<file path="src/rtl/alu_pkg.sv">
// alu_pkg: ALU widths, opcode constants and immediate extension shared by the operand-issue stage.
package alu_pkg;
  localparam int DATA_W = 16;
  localparam int REG_ADDR_W = 3;
  localparam int CTRL_W = 3;
  localparam logic [CTRL_W-1:0] ALU_ADD = 3'd0;
  localparam logic [CTRL_W-1:0] ALU_SUB = 3'd1;
  localparam logic [CTRL_W-1:0] ALU_AND = 3'd2;
  localparam logic [CTRL_W-1:0] ALU_OR  = 3'd3;
  localparam logic [CTRL_W-1:0] ALU_NOR = 3'd4;
  localparam logic [CTRL_W-1:0] ALU_XOR = 3'd5;
  localparam logic [CTRL_W-1:0] ALU_SL  = 3'd6;
  localparam logic [CTRL_W-1:0] ALU_SR  = 3'd7;
  // Arithmetic sign-extends, logic zero-extends, shifts keep only a 0..15 amount.
  function automatic logic [DATA_W-1:0] imm_extend(input logic [CTRL_W-1:0] op,
                                                   input logic [DATA_W/2-1:0] imm);
    return (op == ALU_ADD || op == ALU_SUB) ? {{(DATA_W/2){imm[DATA_W/2-1]}}, imm} :
           (op == ALU_SL || op == ALU_SR)   ? {{(DATA_W-4){1'b0}}, imm[3:0]} :
                                              {{(DATA_W/2){1'b0}}, imm};
  endfunction
endpackage

</file>
<file path="src/rtl/operand_fwd_mux.sv">
// operand_fwd_mux: priority select of one ALU operand (R0, Ex forward, Wb forward, register file).
module operand_fwd_mux
  import alu_pkg::*;
(
  input  logic [REG_ADDR_W-1:0] addr,
  input  logic [DATA_W-1:0]     rf_data,
  input  logic                  ex_en,
  input  logic [REG_ADDR_W-1:0] ex_addr,
  input  logic [DATA_W-1:0]     ex_data,
  input  logic                  wb_valid,
  input  logic [REG_ADDR_W-1:0] wb_addr,
  input  logic [DATA_W-1:0]     wb_data,
  output logic [DATA_W-1:0]     data
);
  always_comb
    data = (addr == '0)                     ? '0 :
           (ex_en && ex_addr == addr)       ? ex_data :
           (wb_valid && wb_addr == addr)    ? wb_data :
                                              rf_data;
endmodule

</file>
<file path="src/rtl/id_ex_stage.sv">
// id_ex_stage: operand-issue pipeline register ahead of the 16-bit ALU,
// resolving immediates and forwarding under a valid/ready handshake.
module id_ex_stage
  import alu_pkg::*;
(
  input  logic                  clk,
  input  logic                  rst_n,
  input  logic                  In_valid,
  output logic                  In_ready,
  input  logic [REG_ADDR_W-1:0] Rs_addr,
  input  logic [REG_ADDR_W-1:0] Rt_addr,
  input  logic [DATA_W-1:0]     Rs_data,
  input  logic [DATA_W-1:0]     Rt_data,
  input  logic [DATA_W/2-1:0]   Imm,
  input  logic                  Use_imm,
  input  logic [CTRL_W-1:0]     Alu_op,
  input  logic [REG_ADDR_W-1:0] Rd_addr,
  input  logic                  Reg_write,
  input  logic                  Flush,
  input  logic [DATA_W-1:0]     Ex_result,
  input  logic                  Wb_valid,
  input  logic [REG_ADDR_W-1:0] Wb_addr,
  input  logic [DATA_W-1:0]     Wb_data,
  output logic [DATA_W-1:0]     Alu_inputA,
  output logic [DATA_W-1:0]     Alu_inputB,
  output logic [CTRL_W-1:0]     Alu_control,
  output logic                  Out_valid,
  input  logic                  Out_ready,
  output logic [REG_ADDR_W-1:0] Ex_rd_addr,
  output logic                  Ex_reg_write
);
  localparam logic [0:0] EMPTY = 1'b0;
  localparam logic [0:0] FULL  = 1'b1;
  logic [0:0] state;
  logic load, ex_en;
  logic [DATA_W-1:0] op_a, rt_val, op_b;
  assign Out_valid = (state == FULL);
  assign In_ready = !Out_valid || Out_ready;
  assign load = In_valid && In_ready;
  // Ex result is only forwardable when the held instruction retires this cycle.
  assign ex_en = Out_valid && Ex_reg_write && Out_ready;
  operand_fwd_mux u_fwd_a (
    .addr(Rs_addr), .rf_data(Rs_data), .ex_en(ex_en), .ex_addr(Ex_rd_addr), .ex_data(Ex_result),
    .wb_valid(Wb_valid), .wb_addr(Wb_addr), .wb_data(Wb_data), .data(op_a)
  );
  operand_fwd_mux u_fwd_b (
    .addr(Rt_addr), .rf_data(Rt_data), .ex_en(ex_en), .ex_addr(Ex_rd_addr), .ex_data(Ex_result),
    .wb_valid(Wb_valid), .wb_addr(Wb_addr), .wb_data(Wb_data), .data(rt_val)
  );
  assign op_b = Use_imm ? imm_extend(Alu_op, Imm) : rt_val;
  always_ff @(posedge clk or negedge rst_n) begin
    if (!rst_n) begin
      state        <= EMPTY;
      Alu_inputA   <= '0;
      Alu_inputB   <= '0;
      Alu_control  <= '0;
      Ex_rd_addr   <= '0;
      Ex_reg_write <= 1'b0;
    end else if (Flush) begin
      state        <= EMPTY;
      Ex_reg_write <= 1'b0;
    end else if (load) begin
      state        <= FULL;
      Alu_inputA   <= op_a;
      Alu_inputB   <= op_b;
      Alu_control  <= Alu_op;
      Ex_rd_addr   <= Rd_addr;
      Ex_reg_write <= Reg_write && (Rd_addr != '0);
    end else if (Out_ready) begin
      state        <= EMPTY;
      Ex_reg_write <= 1'b0;
    end
  end
endmodule
</file>
<file path="config.mk">
export PLATFORM = sky130hd
export DESIGN_NAME = id_ex_stage
export DESIGN_NICKNAME = d
export VERILOG_FILES = /design/src/rtl/alu_pkg.sv /design/src/rtl/operand_fwd_mux.sv /design/src/rtl/id_ex_stage.sv
export SDC_FILE = /design/constraint.sdc
export NUM_CORES = 1
export LEC_CHECK = 0
export CAP_MARGIN = 20
export CORE_MARGIN = 2
export CORE_UTILIZATION = 35
export CTS_CLUSTER_DIAMETER = 40
export DETAILED_ROUTE_END_ITERATION = 8
export PLACE_DENSITY_LB_ADDON = 0.3
export SETUP_SLACK_MARGIN = 0.1
export SYNTH_ARGS = -nofsm -noshare
export SYNTH_HDL_FRONTEND = slang
export SYNTH_SLANG_ARGS = --single-unit
</file>
<file path="constraint.sdc">
create_clock -name clk -period 1.8 [get_ports clk]
set_input_delay 0.18 -clock clk [delete_from_list [all_inputs] [get_ports clk]]
set_output_delay 0.18 -clock clk [all_outputs]
set_load 0.03 [all_outputs]
</file>
==> results of run 1 <==
-- metrics by stage --
step / utilization / TNS, ns / std cells
6_report: 0.680 / 0 / 558
3_5_place_dp: 0.620 / -15.78 / 541
2_1_floorplan: - / 0 / 288
3_3_place_gp: 0.620 / -14.14 / 541
4_1_cts: 0.653 / 0 / 551
5_1_grt: 0.680 / 0 / 558
-- cells in the final DEF (no fill, tap or decap), types with 7 or more instances in the layout --
cell type,synthesis,routed
and3_1,9,8
o311ai_1,8,8
nand2_1,52,51
dfrtp_1,40,37
a221oi_2,0,7
nor2_1,29,26
buf_4,0,45
o21ai_0,22,19
o21ai_1,10,13
nor4_1,9,8
mux2i_1,8,8
clkdlybuf4s50_1,0,119
a221oi_1,16,9
-- state kept, by name (all words and copies together), names as in the netlist --
register      cells
Ex_reg_write      1
Alu_inputB       16
Ex_rd_addr        3
Out_valid         1
Alu_inputA       16
Alu_control       3
-- final cells by class --
| class | count | share of cell area |
|---|---|---|
| Clock buffer | 6 | 0.0156 |
| Clock inverter | 2 | 0.00755 |
| Inverter | 3 | 0.00243 |
| Multi-Input combinational cell | 225 | 0.347 |
| Sequential cell | 40 | 0.216 |
| Tap cell | 96 | 0.0259 |
| Timing Repair Buffer | 186 | 0.385 |
-- logic make-up (layout without fill, tap and decap cells) --
| logic type | after synthesis | count (layout) | share of synthesized area |
|---|---|---|---|
| flops | 40 | 40 | 0.404 |
| buf+inv | 23 | 197 | 0.0450 |
| compound gates | 76 | 76 | 0.222 |
| xor+xnor | 13 | 13 | 0.0551 |
| mux | 8 | 8 | 0.0324 |
| simple gates | 128 | 128 | 0.241 |
-- how the worst max path moves through the flow --
stage | endpoint | slack (ns) | cells past startpoint
4_1_cts | Alu_inputB[8] | 0.10 | 7
2_1_floorplan | Alu_inputB[14] | 0.11 | 6
3_3_place_gp | Alu_inputA[6] | -0.49 | 7
6_report | Alu_inputB[12] | 0.11 | 6
3_5_place_dp | Alu_inputB[13] | -0.63 | 6
5_1_grt | Alu_inputA[3] | 0.02 | 7
-- critical path, cell delays in order (launching register included) --
cell,delay [ns]
dfrtp_2,0.46
xnor2_2,0.22
and4_1,0.24
buf_4,0.12
nor2_4,0.04
buf_12,0.13
a2111oi_2,0.37
-- Yosys cell counts --
library cell,count
nor3_1,11
o211ai_1,1
a2111oi_0,6
or3_1,1
nand4_1,6
xor2_2,3
o311ai_1,8
or4b_1,2
buf_2,2
mux2i_1,8
clkbuf_1,15
dfrtp_1,40
a2111oi_2,2
o21ai_1,10
and4_1,2
nand2_1,52
a221oi_1,16
a211oi_2,2
a211oi_1,6
and3_1,9
nor2b_1,1
nor4bb_1,1
xnor2_1,7
inv_1,3
nor2_1,29
xor2_1,3
buf_6,3
nand3_1,4
o311ai_0,1
nor4_1,9
or4_1,1
o21ai_0,22
a21oi_1,2
-- power by group through the flow --
stage                     clock [mW]  combinational (mW)  sequential, mW
after floorplan                    0               0.334            1.43
after global placement             0                1.30            1.15
after detailed placement           0                1.32            1.15
after CTS                      0.751                1.36            1.14
after global routing           0.788                1.51            1.16
final                          0.752                1.42            1.14
-- metal layers --
layer | vias to the layer above | GRT usage
li1 | 1430 | -
met3 | 17 | 0.0424
met2 | 127 | 0.419
met1 | 1425 | 0.323
met5 | - | 0
met4 | 0 | 0.0854
-- timing repair --
item	4_1_cts	5_1_grt
hold buffers	1	0
cloned	1	1
setup buffers	0	6
setup endpoints to repair	32	16
endpoints found under the hold margin	40	0
pin swaps	7	4
resized for setup	40	28
==> reports/qor.yml, run 1 <==
outcome:
  status: "finished clean"
power_and_ir_drop:
  powerDensity_nw_per_um2: 715
  total_power_mw: 3.32
  internal_power_mw: 2.15
  peakVddDrop_v: 0.000367
  sequentialPowerShare: 0.345
  power_leakage_nw: 1.97
  clkPwrFrac: 0.227
  comb_power_share: 0.428
  p_sw_mw: 1.17
  p_sw_frac: 0.353
clocking:
  cts.sinks: 40
  cts_buffers: 5
  clockRootBuffer: "clkbuf_8"
  clk_pin_slew_worst_paths_ns: 0.09
  clk_path_buf_depth: 2
  cts_tree: "yes"
  htreeDepth: 2
  clk_latency_ns: 0.29
drt:
  top_layer: "met4"
  wl_per_cell_um: 17.7
  wl_met2_um: 4910
  drt_iter0_markers: 196
  via_per_inst: 5.37
  drtPass1Iterations: 5
  wl_met3_um: 610
  wl_met1_um: 4130
  wl_um: 9880
  ant_nets: 0
  route.detailed.drc: 0
  num_vias: 2999
placement:
  gp_congestion: 0.889
  io_buffers: 135
  dp_slack_ns: -0.627
  dpl-instance-area_um2: 4230
  dp_hpwl_um: 7390
synth:
  syn_area_um2: 2470
  netlist_instances: 288
  avgSynthCellArea_um2: 8.59
  synth_top_cell_by_area: "dfrtp_1"
  synth_fp_nets: 383
  ys_top_cells_by_area: "dfrtp_1 40%, nand2_1 7.9%, a221oi_1 5.7%"
  synth_top_area_share: 0.404
  ys_warn_count: 0
  ys_types: 33
  ys_ff_latch: 40
  ys_seq_area_frac: 0.404
global_route:
  grt_usage: 0.248
  grt_overflow: 0
  grt_pass1_wl_um: 14800
  antenna_found_initial: 0
  grt_pass1_vias: 2993
  grt_max_degree: 41
cells_and_area:
  antennaDiodeCount: 0
  syn2layout_area_growth_pct: 87.6
  nFillCells: 579
  design_area_um2: 4640
  regArea_um2: 1000
  multiInputGateArea_um2: 1610
  final_nets: 556
  drive_above_1_share: 0.232
sta:
  max_freq_mhz: 591
  max_slew_margin: 0.493
  clock-skew-final_ns: 0.00944
  setup_viol: 0
  period_needed_ns: 1.69
  final_hold_viol_count: 0
  final.period_utilization: 0.941
  rsz0062_at_grt: "yes"
  setup_ws_ns: 0.107
  slew_viol_final: 0
  holdWs_ns: 0.240
  tightestPinTransition_ns: 0.760
worst_setup_path:
  crit_start: "Ex_rd_addr[2]"
  start_kind: "flop"
  worstPathArrival_ns: 1.88
  r2r_end: "Alu_inputB[12]"
  critPathMaxFanout: 6
  worst-r2r-cell-count: 6
  crit_path_end_kind: "flop"
  worstPathRequired_ns: 1.99
  critPathKind: "reg -> reg"
  r2r_slack_ns: 0.11
  reg2reg_from: "Ex_rd_addr[2]"
floorplanning:
  die_area_um2: 7760
  start_util: 0.362
  die_h_um: 88.1
  die_x_um: 88.1
  core_um2: 6830
  rows: 30
  boundaryPins: 136
worst_hold_path:
  hp-class: "in -> reg"
  hold_start: "Alu_op[2]"
  whs_endpoint: "Alu_control[2]"
  hold-path-cell-count: 4
run:
  drv_cap: 0
(Power assumes the default switching activity.)
==> run 2: changes to the inputs <==
--- a/config.mk
+++ b/config.mk
@@ -10,6 +10,7 @@
 export CORE_UTILIZATION = 35
 export CTS_CLUSTER_DIAMETER = 40
 export DETAILED_ROUTE_END_ITERATION = 8
+export HOLD_SLACK_MARGIN = 0.1
 export PLACE_DENSITY_LB_ADDON = 0.3
 export SETUP_SLACK_MARGIN = 0.1
 export SYNTH_ARGS = -nofsm -noshare
==> results of run 2 <==
Same layout as run 1: the final DEF is identical, and so are final timing and power.
==> run 3: changes to the inputs <==
--- a/config.mk
+++ b/config.mk
@@ -6,8 +6,10 @@
 export NUM_CORES = 1
 export LEC_CHECK = 0
 export CAP_MARGIN = 20
+export CELL_PAD_IN_SITES_DETAIL_PLACEMENT = 2
+export CELL_PAD_IN_SITES_GLOBAL_PLACEMENT = 2
 export CORE_MARGIN = 2
-export CORE_UTILIZATION = 35
+export CORE_UTILIZATION = 19
 export CTS_CLUSTER_DIAMETER = 40
 export DETAILED_ROUTE_END_ITERATION = 8
 export HOLD_SLACK_MARGIN = 0.1
==> run 3 against run 2 <==
Non-clock buffer count increased by 5; combinational power increased by 13%; clock power increased by 29%; count of clock-buffer cells in the layout increased by 1; clock skew decreased by 0.0040 ns; critical path type unchanged; sequential share of layout area decreased by 2.1 points; largest power group unchanged; design area increased by 11%; sequential power about the same; via count increased by 3.0%.
==> reports/qor.yml, run 3 (synthesis results as in run 1) <==
outcome:
  status: "finished clean"
global_route:
  grt_max_degree: 28
  grt_pass1_wl_um: 21900
  use_met2: 0.363
  top_usage_layer: "met2"
  grt_pass1_vias: 3618
  antenna_found_initial: 1
  grt_overflow: 0
  grtUsageMet3: 0.0241
  grt_usage: 0.200
  met1_usage: 0.251
worst_setup_path:
  path_depth: 6
  start_kind: "flop"
  crit_start: "Out_valid"
  crit_family: "simple AND/OR/NAND/NOR gates"
  critPathKind: "reg -> reg"
  crit_chain: "nor2b_4 > or4_4 > buf_12 > nor2_4 > buf_12 > a2111oi_4"
  cp-endpoint: "Alu_inputB[8]"
  cp_common_cell: "buf_12"
  crit_path_top_delay_cell: "or4_4"
  r2r_slack_ns: 0.08
  r2r_end: "Alu_inputB[8]"
  worstPathRequired_ns: 1.95
  cpPeakStageDelay_ns: 0.48
  crit_path_end_kind: "flop"
  worstPathArrival_ns: 1.87
  critPathMaxFanout: 6
  reg2reg_from: "Out_valid"
  worst-r2r-cell-count: 6
  path_buf_inv: 2
drt:
  wl_um: 14400
  drtPass1Iterations: 4
  num_vias: 3089
  ant_nets: 0
  drt_iter0_markers: 151
  via_per_inst: 4.83
  route.detailed.drc: 0
  wl_per_cell_um: 22.6
cells_and_area:
  layoutNonFillerInstCount: 639
  design_area_um2: 5140
  drive_above_1_share: 0.279
  final_common_cell: "clkdlybuf4s50_1"
  syn2layout_area_growth_pct: 108
  final_nets: 561
  final_cell_mix: "119 x clkdlybuf4s50_1, 51 x nand2_1, 36 x dfrtp_1, 36 x buf_4, 27 x nor2_1"
  largestRegisters: "Alu_inputA x16, Alu_inputB x16"
  finalCoreUtilization: 0.406
clocking:
  cts_tree: "yes"
  cts_buffers: 5
  cts.sinks: 40
  clk_pin_slew_worst_paths_ns: 0.06
  clockRootBuffer: "clkbuf_16"
  htreeDepth: 2
  clk_path_buf_depth: 2
  clk_latency_ns: 0.29
sta:
  max_freq_mhz: 581
  setup_viol: 0
  max_slew_margin: 0.514
  final_hold_viol_count: 0
  period_needed_ns: 1.72
  tightestPinTransition_ns: 0.729
  setup_ws_ns: 0.0783
  rsz0062_at_grt: "yes"
  clock-skew-final_ns: 0.00549
  holdWs_ns: 0.420
  final.period_utilization: 0.956
  slew_viol_final: 0
floorplanning:
  die_area_um2: 14000
  boundaryPins: 136
  core_um2: 12700
  rows: 41
  start_util: 0.195
  die_h_um: 118
  die_x_um: 118
placement:
  dp_hpwl_um: 10200
  dp_cells: 618
  gp_congestion: 0.888
  dp_slack_ns: -0.782
  dpl-instance-area_um2: 4400
  io_buffers: 135
worst_hold_path:
  hp-class: "in -> reg"
power_and_ir_drop:
  comb_power_share: 0.430
  powerDensity_nw_per_um2: 722
  sequentialPowerShare: 0.310
  clkPwrFrac: 0.261
  peakVddDrop_v: 0.000321
  power_leakage_nw: 2.07
  p_sw_mw: 1.33
  p_sw_frac: 0.357
  internal_power_mw: 2.39
run:
  drv_cap: 0
[run 3: layer usage]
metal / share of wire / routed length (um)
met5: 0 / 0
met3: 0.030 / 434
met1: 0.41 / 5980
met2: 0.54 / 7750
met4: 0.017 / 249
[run 3: timing repair]
item / CTS / global route
buffers inserted: 4 / 3
gates cloned: 2 / 3
resized for setup: 87 / 41
setup endpoints to repair: 32 / 32
pin swaps: 18 / 15
hold buffers: 1 / 0
endpoints found under the hold margin: 25 / 0
[run 3: cell type report]
class | instances | area, um2
Multi-Input combinational cell | 225 | 1820
Sequential cell | 40 | 1010
Tap cell | 172 | 215
Inverter | 3 | 11.3
Fill cell | 1371 | 7530
Clock buffer | 7 | 153
Timing Repair Buffer | 191 | 1940
Antenna cell | 1 | 2.50
[run 3: worst min path at each step]
stage | startpoint | to | slack [ns] | cells past startpoint
after global placement | rst_n | Alu_control[0] | 0.25 | 1
after detailed placement | rst_n | Alu_control[0] | 0.27 | 1
after global routing | Alu_op[2] | Alu_control[2] | 0.45 | 4
final | Alu_op[2] | Alu_control[2] | 0.42 | 4
after floorplan | rst_n | Alu_control[0] | -0.12 | 0
after CTS | Alu_op[2] | Alu_control[2] | 0.42 | 4
[run 3: power by group through the flow]
stage	Combinational, mW	Sequential [mW]	Clock (mW)
after floorplan	0.334	1.43	0
after global placement	1.36	1.16	0
after detailed placement	1.39	1.16	0
after CTS	1.52	1.15	0.974
after global routing	1.69	1.17	1.00
final	1.60	1.15	0.968
[run 3: worst register-to-register path, stage by stage (launching register included)]
cell and delay (ns):
dfrtp_2 0.42, nor2b_4 0.13, or4_4 0.48, buf_12 0.18, nor2_4 0.14, buf_12 0.16
a2111oi_4 0.09
[run 3: stage by stage]
step	setup TNS (ns)	total power, mW
after global placement	-15.60	2.51
final	0	3.71
after floorplan	0	1.77
after CTS	0	3.65
after global routing	0	3.86
after detailed placement	-18.66	2.55
